[config.mk]
export PLATFORM = sky130hd
export DESIGN_NAME = aes_core_arbiter
export DESIGN_NICKNAME = d
export VERILOG_FILES = /design/src/rtl/aes_core_arbiter_pkg.sv /design/src/rtl/aes_core_arbiter_rr.sv /design/src/rtl/aes_core_arbiter.sv
export SDC_FILE = /design/constraint.sdc
export NUM_CORES = 1
export LEC_CHECK = 0
export CAP_MARGIN = 5
export CORE_AREA = 2 2 449 451
export DETAILED_ROUTE_END_ITERATION = 8
export DIE_AREA = 0 0 451 453
export PLACE_DENSITY = 0.34
export SYNTH_ARGS = -nofsm -noshare
export SYNTH_HDL_FRONTEND = slang
export SYNTH_HIERARCHICAL = 1
export SYNTH_SLANG_ARGS = --single-unit
[constraint.sdc]
create_clock -name clk -period 3.2 [get_ports clk]
set_clock_uncertainty 0.1 [all_clocks]
set_input_delay 0.48 -clock clk [delete_from_list [all_inputs] [get_ports clk]]
set_output_delay 0.48 -clock clk [all_outputs]
set_load 0.05 [all_outputs]
[src/rtl/aes_core_arbiter_pkg.sv]
// pk_aes_arb: shared state encoding and constants for the AES core arbiter
package pk_aes_arb;
    typedef enum logic [1:0] {IDLE, ISSUE, WAIT, RESP} state_t;
    localparam logic MODE_ENC = 1'b0;
    localparam logic MODE_DEC = 1'b1;
    localparam int TIMEOUT_DEF = 64;
endpackage

[src/rtl/aes_core_arbiter_rr.sv]
// rr_arbiter2: two-way round-robin grant whose history advances only on accept
module rr_arbiter2 (
    input  logic       clk,
    input  logic       rst,
    input  logic [1:0] req,
    input  logic       en,
    output logic       grant,
    output logic       last_grant
);
    assign grant = &req ? ~last_grant : req[1];
    // Remember the last winner; the reset value lets requester 0 win the first tie
    always_ff @(posedge clk or negedge rst)
        if (!rst) last_grant <= 1'b1;
        else if (en) last_grant <= grant;
endmodule

[src/rtl/aes_core_arbiter.sv]
// aes_core_arbiter: shares one iterative AES core between two requesters with a done watchdog
module aes_core_arbiter
    import pk_aes_arb::*;
#(
    parameter int DATA_W  = 128,
    parameter int KEY_W   = 128,
    parameter int TIMEOUT = TIMEOUT_DEF,
    parameter int CNT_W   = 7
) (
    input  logic              clk,
    input  logic              rst,
    input  logic              req0_valid,
    input  logic              req0_mode,
    input  logic [KEY_W-1:0]  req0_key,
    input  logic [DATA_W-1:0] req0_data,
    output logic              req0_ready,
    output logic              rsp0_valid,
    output logic              rsp0_err,
    output logic [DATA_W-1:0] rsp0_data,
    input  logic              req1_valid,
    input  logic              req1_mode,
    input  logic [KEY_W-1:0]  req1_key,
    input  logic [DATA_W-1:0] req1_data,
    output logic              req1_ready,
    output logic              rsp1_valid,
    output logic              rsp1_err,
    output logic [DATA_W-1:0] rsp1_data,
    output logic              core_start,
    output logic              core_mode,
    output logic [KEY_W-1:0]  core_key,
    output logic [DATA_W-1:0] core_data,
    input  logic              core_done,
    input  logic [DATA_W-1:0] core_result,
    output logic              busy
);
    state_t            state, state_nx;
    logic              idle, grant, last_grant, accept, tmo, finish, err_q;
    logic [CNT_W-1:0]  cnt;
    logic [DATA_W-1:0] res;

    assign idle   = state == IDLE;
    assign accept = idle & (grant ? req1_valid : req0_valid);
    assign tmo    = cnt == CNT_W'(TIMEOUT - 1);
    assign finish = (state == WAIT) & (core_done | tmo);
    assign res    = core_done ? core_result : '0;

    rr_arbiter2 u_arb (
        .clk        (clk),
        .rst        (rst),
        .req        ({req1_valid & idle, req0_valid & idle}),
        .en         (accept),
        .grant      (grant),
        .last_grant (last_grant)
    );

    // Ready is held low while reset is asserted so nothing is offered during reset
    assign req0_ready = rst & idle & ~grant;
    assign req1_ready = rst & idle & grant;
    assign core_start = state == ISSUE;
    assign busy       = ~idle;
    assign rsp0_valid = (state == RESP) & ~last_grant;
    assign rsp1_valid = (state == RESP) & last_grant;
    assign rsp0_err   = err_q;
    assign rsp1_err   = err_q;

    // State register
    always_ff @(posedge clk or negedge rst)
        if (!rst) state <= IDLE;
        else state <= state_nx;

    // Next state: done wins over a timeout landing in the same cycle
    always_comb begin
        state_nx = state;
        case (state)
            IDLE:    state_nx = accept ? ISSUE : IDLE;
            ISSUE:   state_nx = WAIT;
            WAIT:    state_nx = finish ? RESP : WAIT;
            default: state_nx = IDLE;
        endcase
    end

    // Operand capture, watchdog counting and per-port result registers
    always_ff @(posedge clk or negedge rst)
        if (!rst) begin
            core_mode <= 1'b0;
            core_key  <= '0;
            core_data <= '0;
            cnt       <= '0;
            err_q     <= 1'b0;
            rsp0_data <= '0;
            rsp1_data <= '0;
        end else begin
            if (accept) begin
                core_mode <= grant ? req1_mode : req0_mode;
                core_key  <= grant ? req1_key : req0_key;
                core_data <= grant ? req1_data : req0_data;
            end
            cnt <= (state == WAIT) ? cnt + 1'b1 : '0;
            if (finish) begin
                err_q <= ~core_done;
                if (last_grant) rsp1_data <= res;
                else rsp0_data <= res;
            end
        end
endmodule

=== After elaboration in Yosys (flattened, before gate mapping) ===
Cells that the tools add are included.

* Bits in registers: 524
* Latch bits: 0
* Memory bits (writable): 0
* Bits in read-only memories: 0
* Input port bits: 647
* Output and inout bits: 521
* Word-level logic and storage cells: 42
* Memories kept: 0

* Add/sub/neg operators: 1
* Multipliers: 0
* Divide/modulo/power cells: 0
* Order comparisons: 0
* Equal/unequal tests: 4
* Shift operators: 0
* Multiplexer cells: 10
* Bitwise operators: 14
* Reductions and logical operators: 4

{| class="wikitable"
|+ Operators with widths
! cell !! count
|-
| $mux 128 || 3
|-
| $and 1x1->1 || 9
|-
| $add 7x1->7 const B || 1
|-
| $eq 7x6->1 const B || 1
|-
| $mux 7 || 1
|-
| $pmux 2 s3 || 1
|-
| $reduce_and 2->1 || 3
|-
| $mux 1 || 5
|-
| $eq 2x2->1 const B || 2
|-
| $not 1->1 || 4
|-
| $eq 2x1->1 const B || 1
|-
| $logic_not 2->1 || 1
|-
| $or 1x1->1 || 1
|}

=== Logic depth before layout (Yosys ltp) ===
* Depth in word-level cells: 8
* Gate-level depth with buffers: 14
* Gate-level depth less buffers: 7

=== By module ===
Netlist, hierarchy kept.

{| class="wikitable"
|+ Modules (own cells, without submodules)
! module !! instances !! cells each !! area each (um2) !! sequential area each (um2)
|-
| aes_core_arbiter || 1 || 2,339 || 24,452.2 || 13,087.6
|-
| rr_arbiter2 || 1 || 3 || 52.6 || 26.3
|}

=== Least setup slack after synthesis ===
Ideal clock, no wire load.

* Kind: register to output
* Start: register state[0]
* End: output port req1_ready
* Arrival: 2.782 ns
* Required time: 2.620 ns
* Slack: -0.162 ns
* Stages on the path, launching flop included: 12
* Path buffers: 6
* Cell sequence: dfrtp_1 > inv_1 > ha_1 > buf_2 > clkbuf_1 > clkbuf_1 > and2_1 > a21boi_2 > buf_6 > buf_2 > buf_2 > and3_1

* Longest elaborated chain between the ends: 5
* Elaborated cells between the ends (all ways): 7
* Those cells by class: 1 x mux; 4 x bitwise; 2 x reduce/logical

{| class="wikitable"
|+ RTL lines
! what !! RTL line !! RTL
|-
| start, declared || aes_core_arbiter.sv:36 || <nowiki>state_t state, state_nx;</nowiki>
|-
| start signal, assigned || aes_core_arbiter.sv:69 || <nowiki>else state <= state_nx;</nowiki>
|-
| $logic_not 2->1 (*) || aes_core_arbiter.sv:41 || <nowiki>assign idle = state == IDLE;</nowiki>
|-
| $and 1x1->1 || aes_core_arbiter.sv:50 || <nowiki>.req ({req1_valid & idle, req0_valid & idle}),</nowiki>
|-
| $reduce_and 2->1 || aes_core_arbiter_rr.sv:10 || <nowiki>assign grant = &req ? ~last_grant : req[1];</nowiki>
|-
| $mux 1 (*) || aes_core_arbiter_rr.sv:10 ||
|-
| net grant || aes_core_arbiter.sv:37 || <nowiki>logic idle, grant, last_grant, accept, tmo, finish, err_q;</nowiki>
|-
| $and 1x1->1 (*) || aes_core_arbiter.sv:58 || <nowiki>assign req1_ready = rst & idle & grant;</nowiki>
|-
| end, declared || aes_core_arbiter.sv:24 || <nowiki>output logic req1_ready,</nowiki>
|}

Mark *: on every way through the listed nets, which the timed path passes. The rest lies on a longest branch.

=== Final worst setup path ===
Same ends and word-level chain as after synthesis.

==> summary.md <==
| Metric | Value |
|---|---|
| Post-layout min period | around 3 ns |
| Initial Util | approximately an eighth |
| Post-synth cell types | 34 |
| Seq/Total Area, Yosys | 53.5% |
| Critical Path Sink | req1_ready |
| RSZ-0062 raised after global routing | no |
| Critical Path RT | 2.62 ns |
| Routed WL | ~140000 µm |
| Max_slew headroom | 34.0% |
| Synth warnings | 6 |
| Routability cong. | 0.804 |
| P_leak | roughly 16 nW |
| Final period utilization | slightly above 90% |
| Via Count | between 20000 and 25000 |
| Share of the synthesized area in the top cell type | between 50% and 60% |
| Initial antenna violation count | 35 |
| Cell Area, Placed | just under 40000 µm² |
| Outcome | complete, no violations |
| Final Instance Area | about 42000 µm² |
| Startpoint Class | flip-flop |
| # H-tree levels | 3 |
| Classification of the worst setup path | flip-flop to output port |
| Post-detail-place hpwl | roughly 110000 µm |
| Synth Instances | approximately 2300 |
| Post-Syn Nets | 2994 |
| Maximum clock path buffer count | 3 |
| WL/cell | roughly 23 µm |
| Clk_lat worst skew | between 0.6 and 0.7 ns |
| Site row count | 164 |
| Worst-margin pin slew | ~0.99 ns |
| I/O Buffers | 1167 |
| Crit path max fanout | 14 |
| Pre-Repair DR Iteration Count | 5 |
| Inserted Clock Buffers | 76 |
| R2R depth | 10 |
| Core area | between 150000 and 200000 µm² |
| Total gr overflow | 0 |
| Critical R2R Capture | core_data[14] |
| Vias in the first global route | 24075 |
| Die Wd | between 400 and 500 µm |
| All-Layer GR Usage | around 13% |
| Post-Syn Area | between 20000 and 25000 µm² |
| Synth area leader | dfrtp_1 |
| Yosys reg bits | 524 |
| DRC | 0 |
| Clk sinks | approximately 520 |
| Worst VDD drop | 0.430 mV |
| Critical path arrival | between 2 and 2.5 ns |
| Reg clk slew, reported paths | ~0.05 ns |
| Final setup fails | 0 |
| RR Startpoint | state[0] |
| Layout cells sized above 1 | 6.57% |
| Pwr Total | about 48 mW |
| CTS Root Cell | clkbuf_16 |
| CP endpoint kind | output port |
| CTS tree | done |
| Pwr dens | about 1100 nW/µm² |
| DRT iter0 DRCs | ~1300 |
| Type of the worst min-delay path | input port to asynchronous set/reset pin |
| Nets | 4098 |
| Vias/cell | between 3 and 4 |
| Syn-to-layout area delta | 71.9% |
| Reg2reg setup slack | a little over 0.3 ns |
| Die ar. | 204000 µm² |
| Max_cap viols | 0 |
| Ports | about 1200 |
| DRT antenna net count | 0 |
| Top post-synthesis cells by area | dfrtp_1, a21oi_1, mux2i_1, a22oi_1, nand2b_1 |
| Max Fclk | about 330 MHz |
| Final hold vios | 0 |
| Fillers | ~22000 |
| Largest net degree at the start of global routing | roughly 170 |
| Syn Area/Cell | between 10 and 15 µm² |
| Pins Over Slew Limit | 0 |
| Height of the die | roughly 450 µm |
| Global-route wire length before repair | 197000 µm |
| CP Launch Point | state[0] |
worst max-delay path: stages, from the launching register on:
cell and delay, ns:
dfrtp_1 0.39, inv_1 0.13, ha_4 0.26, and2_1 0.16, a21boi_4 0.20, buf_12 0.21
and3_2 0.24, buf_12 0.14
what timing repair did:
item / CTS / global route
setup buffers: 1 / 0
gates resized for setup: 0 / 0
setup endpoints to repair: 1 / 0
endpoints found under the hold margin: 122 / 0
hold buffers: 1 / 0
cell usage in the layout (no fill, tap or decap), types with 2 or more instances in the layout:
master / instances
a22oi_1: 256
clkdlybuf4s50_1: 1155
nand3_1: 2
buf_12: 36
nand2_1: 3
inv_1: 4
clkbuf_1: 16
and3b_4: 2
o21ai_1: 256
clkinv_2: 6
clkbuf_16: 77
and2_1: 7
buf_4: 62
nor2b_1: 2
nand2b_1: 256
clkbuf_8: 24
mux2i_1: 257
dfrtp_1: 523
ha_1: 4
bufinv_16: 2
xnor2_1: 2
clkinvlp_4: 2
diode_2: 6
inv_6: 2
a21oi_1: 515
cell families (layout without fill, tap and decap cells):
family,after synthesis,count (layout),synth area share [%]
fa+ha+maj,5,5,0.255
buf+inv,235,1393,4.51
compound gates,1033,1033,23.8
simple gates,283,283,7.20
other cells,0,6,0
flops,524,524,53.5
xor+xnor,3,3,0.107
mux,259,259,10.6
where the power goes:
| part | switching [mW] | internal [mW] | total [mW] | leakage, nW |
|---|---|---|---|---|
| Sequential | 2.06 | 9.55 | 11.6 | 5.52 |
| Clock | 3.54 | 5.13 | 8.67 | 1.22 |
| Combinational | 18.4 | 9.18 | 27.6 | 8.94 |
Yosys cell counts:
cell type and instances:
nor2_1 2, a32o_1 1, buf_6 20, o21ai_1 256, xnor2_1 2, nand2_1 4, buf_2 37, a21boi_1 1
mux2_4 2, xor2_1 1, a21o_1 1, a21oi_1 515, nand2b_1 257, a22oi_1 256, buf_4 7, and4_1 1
nand3_1 2, buf_1 1, o21ai_0 1, a2bb2oi_1 1, nor2b_1 2, and2_1 8, or2_1 1, and3b_1 2
or3_1 1, ha_1 5, inv_1 4, dfstp_2 1, dfrtp_1 523, a21boi_2 1, and3_1 2, and4b_1 1
mux2i_1 257, clkbuf_1 166
sequential cells by signal (all words and copies together) (netlist names):
| signal | count |
|---|---|
| rsp1_data | 128 |
| cnt | 7 |
| rsp0_data | 128 |
| core_mode | 1 |
| rsp0_err | 1 |
| u_arb/last_grant | 1 |
| core_data | 128 |
| state | 2 |
| core_key | 128 |
through the flow:
stage / instances / setup WS, ns / util (%) / hold WS, ns / setup TNS, ns
6_report: 6162 / 0.209 / 21.1 / 0.221 / 0
5_1_grt: 6158 / 0.0644 / 21.1 / 0.157 / 0
4_1_cts: 6156 / 0.0512 / 21.1 / 0.121 / 0
3_5_place_dp: 6021 / 0.358 / 19.9 / 0.295 / 0
3_3_place_gp: 6021 / 0.360 / 19.9 / 0.296 / 0
2_1_floorplan: 2342 / -0.0543 / - / 0.0844 / -0.0543
layout make-up:
class	instances	area [µm²]	share of cell area (%)
sequential	524	13100	31.1
timing repair buffer	1257	12800	30.4
multi-input combinational	1583	10400	24.6
tap	2656	3320	7.89
clock buffer	117	2320	5.50
clock inverter	15	178	0.422
inverter	4	15.0	0.0356
antenna	6	15.0	0.0356
per-layer routing:
metal | part of all wire, % | GRT usage (%) | vias to the layer above
li1 | - | - | 10719
met1 | 39 | 15.3 | 11721
met2 | 52 | 24.1 | 716
met3 | 6.4 | 4.14 | 178
met4 | 2.6 | 3.54 | 28
met5 | 0.13 | 0 | -
worst min path at each step:
stage               startpoint       endpoint  slack (ns)  cells past startpoint
floorplan                  rst         cnt[0]        0.08                      0
global placement           rst  rsp1_data[48]        0.30                      1
detailed placement         rst  rsp1_data[48]        0.30                      1
CTS                        rst  rsp0_data[48]        0.12                      2
global route               rst  rsp1_data[48]        0.16                      2
finish                     rst  rsp1_data[48]        0.22                      2
Power figures use the tool's default switching activity.
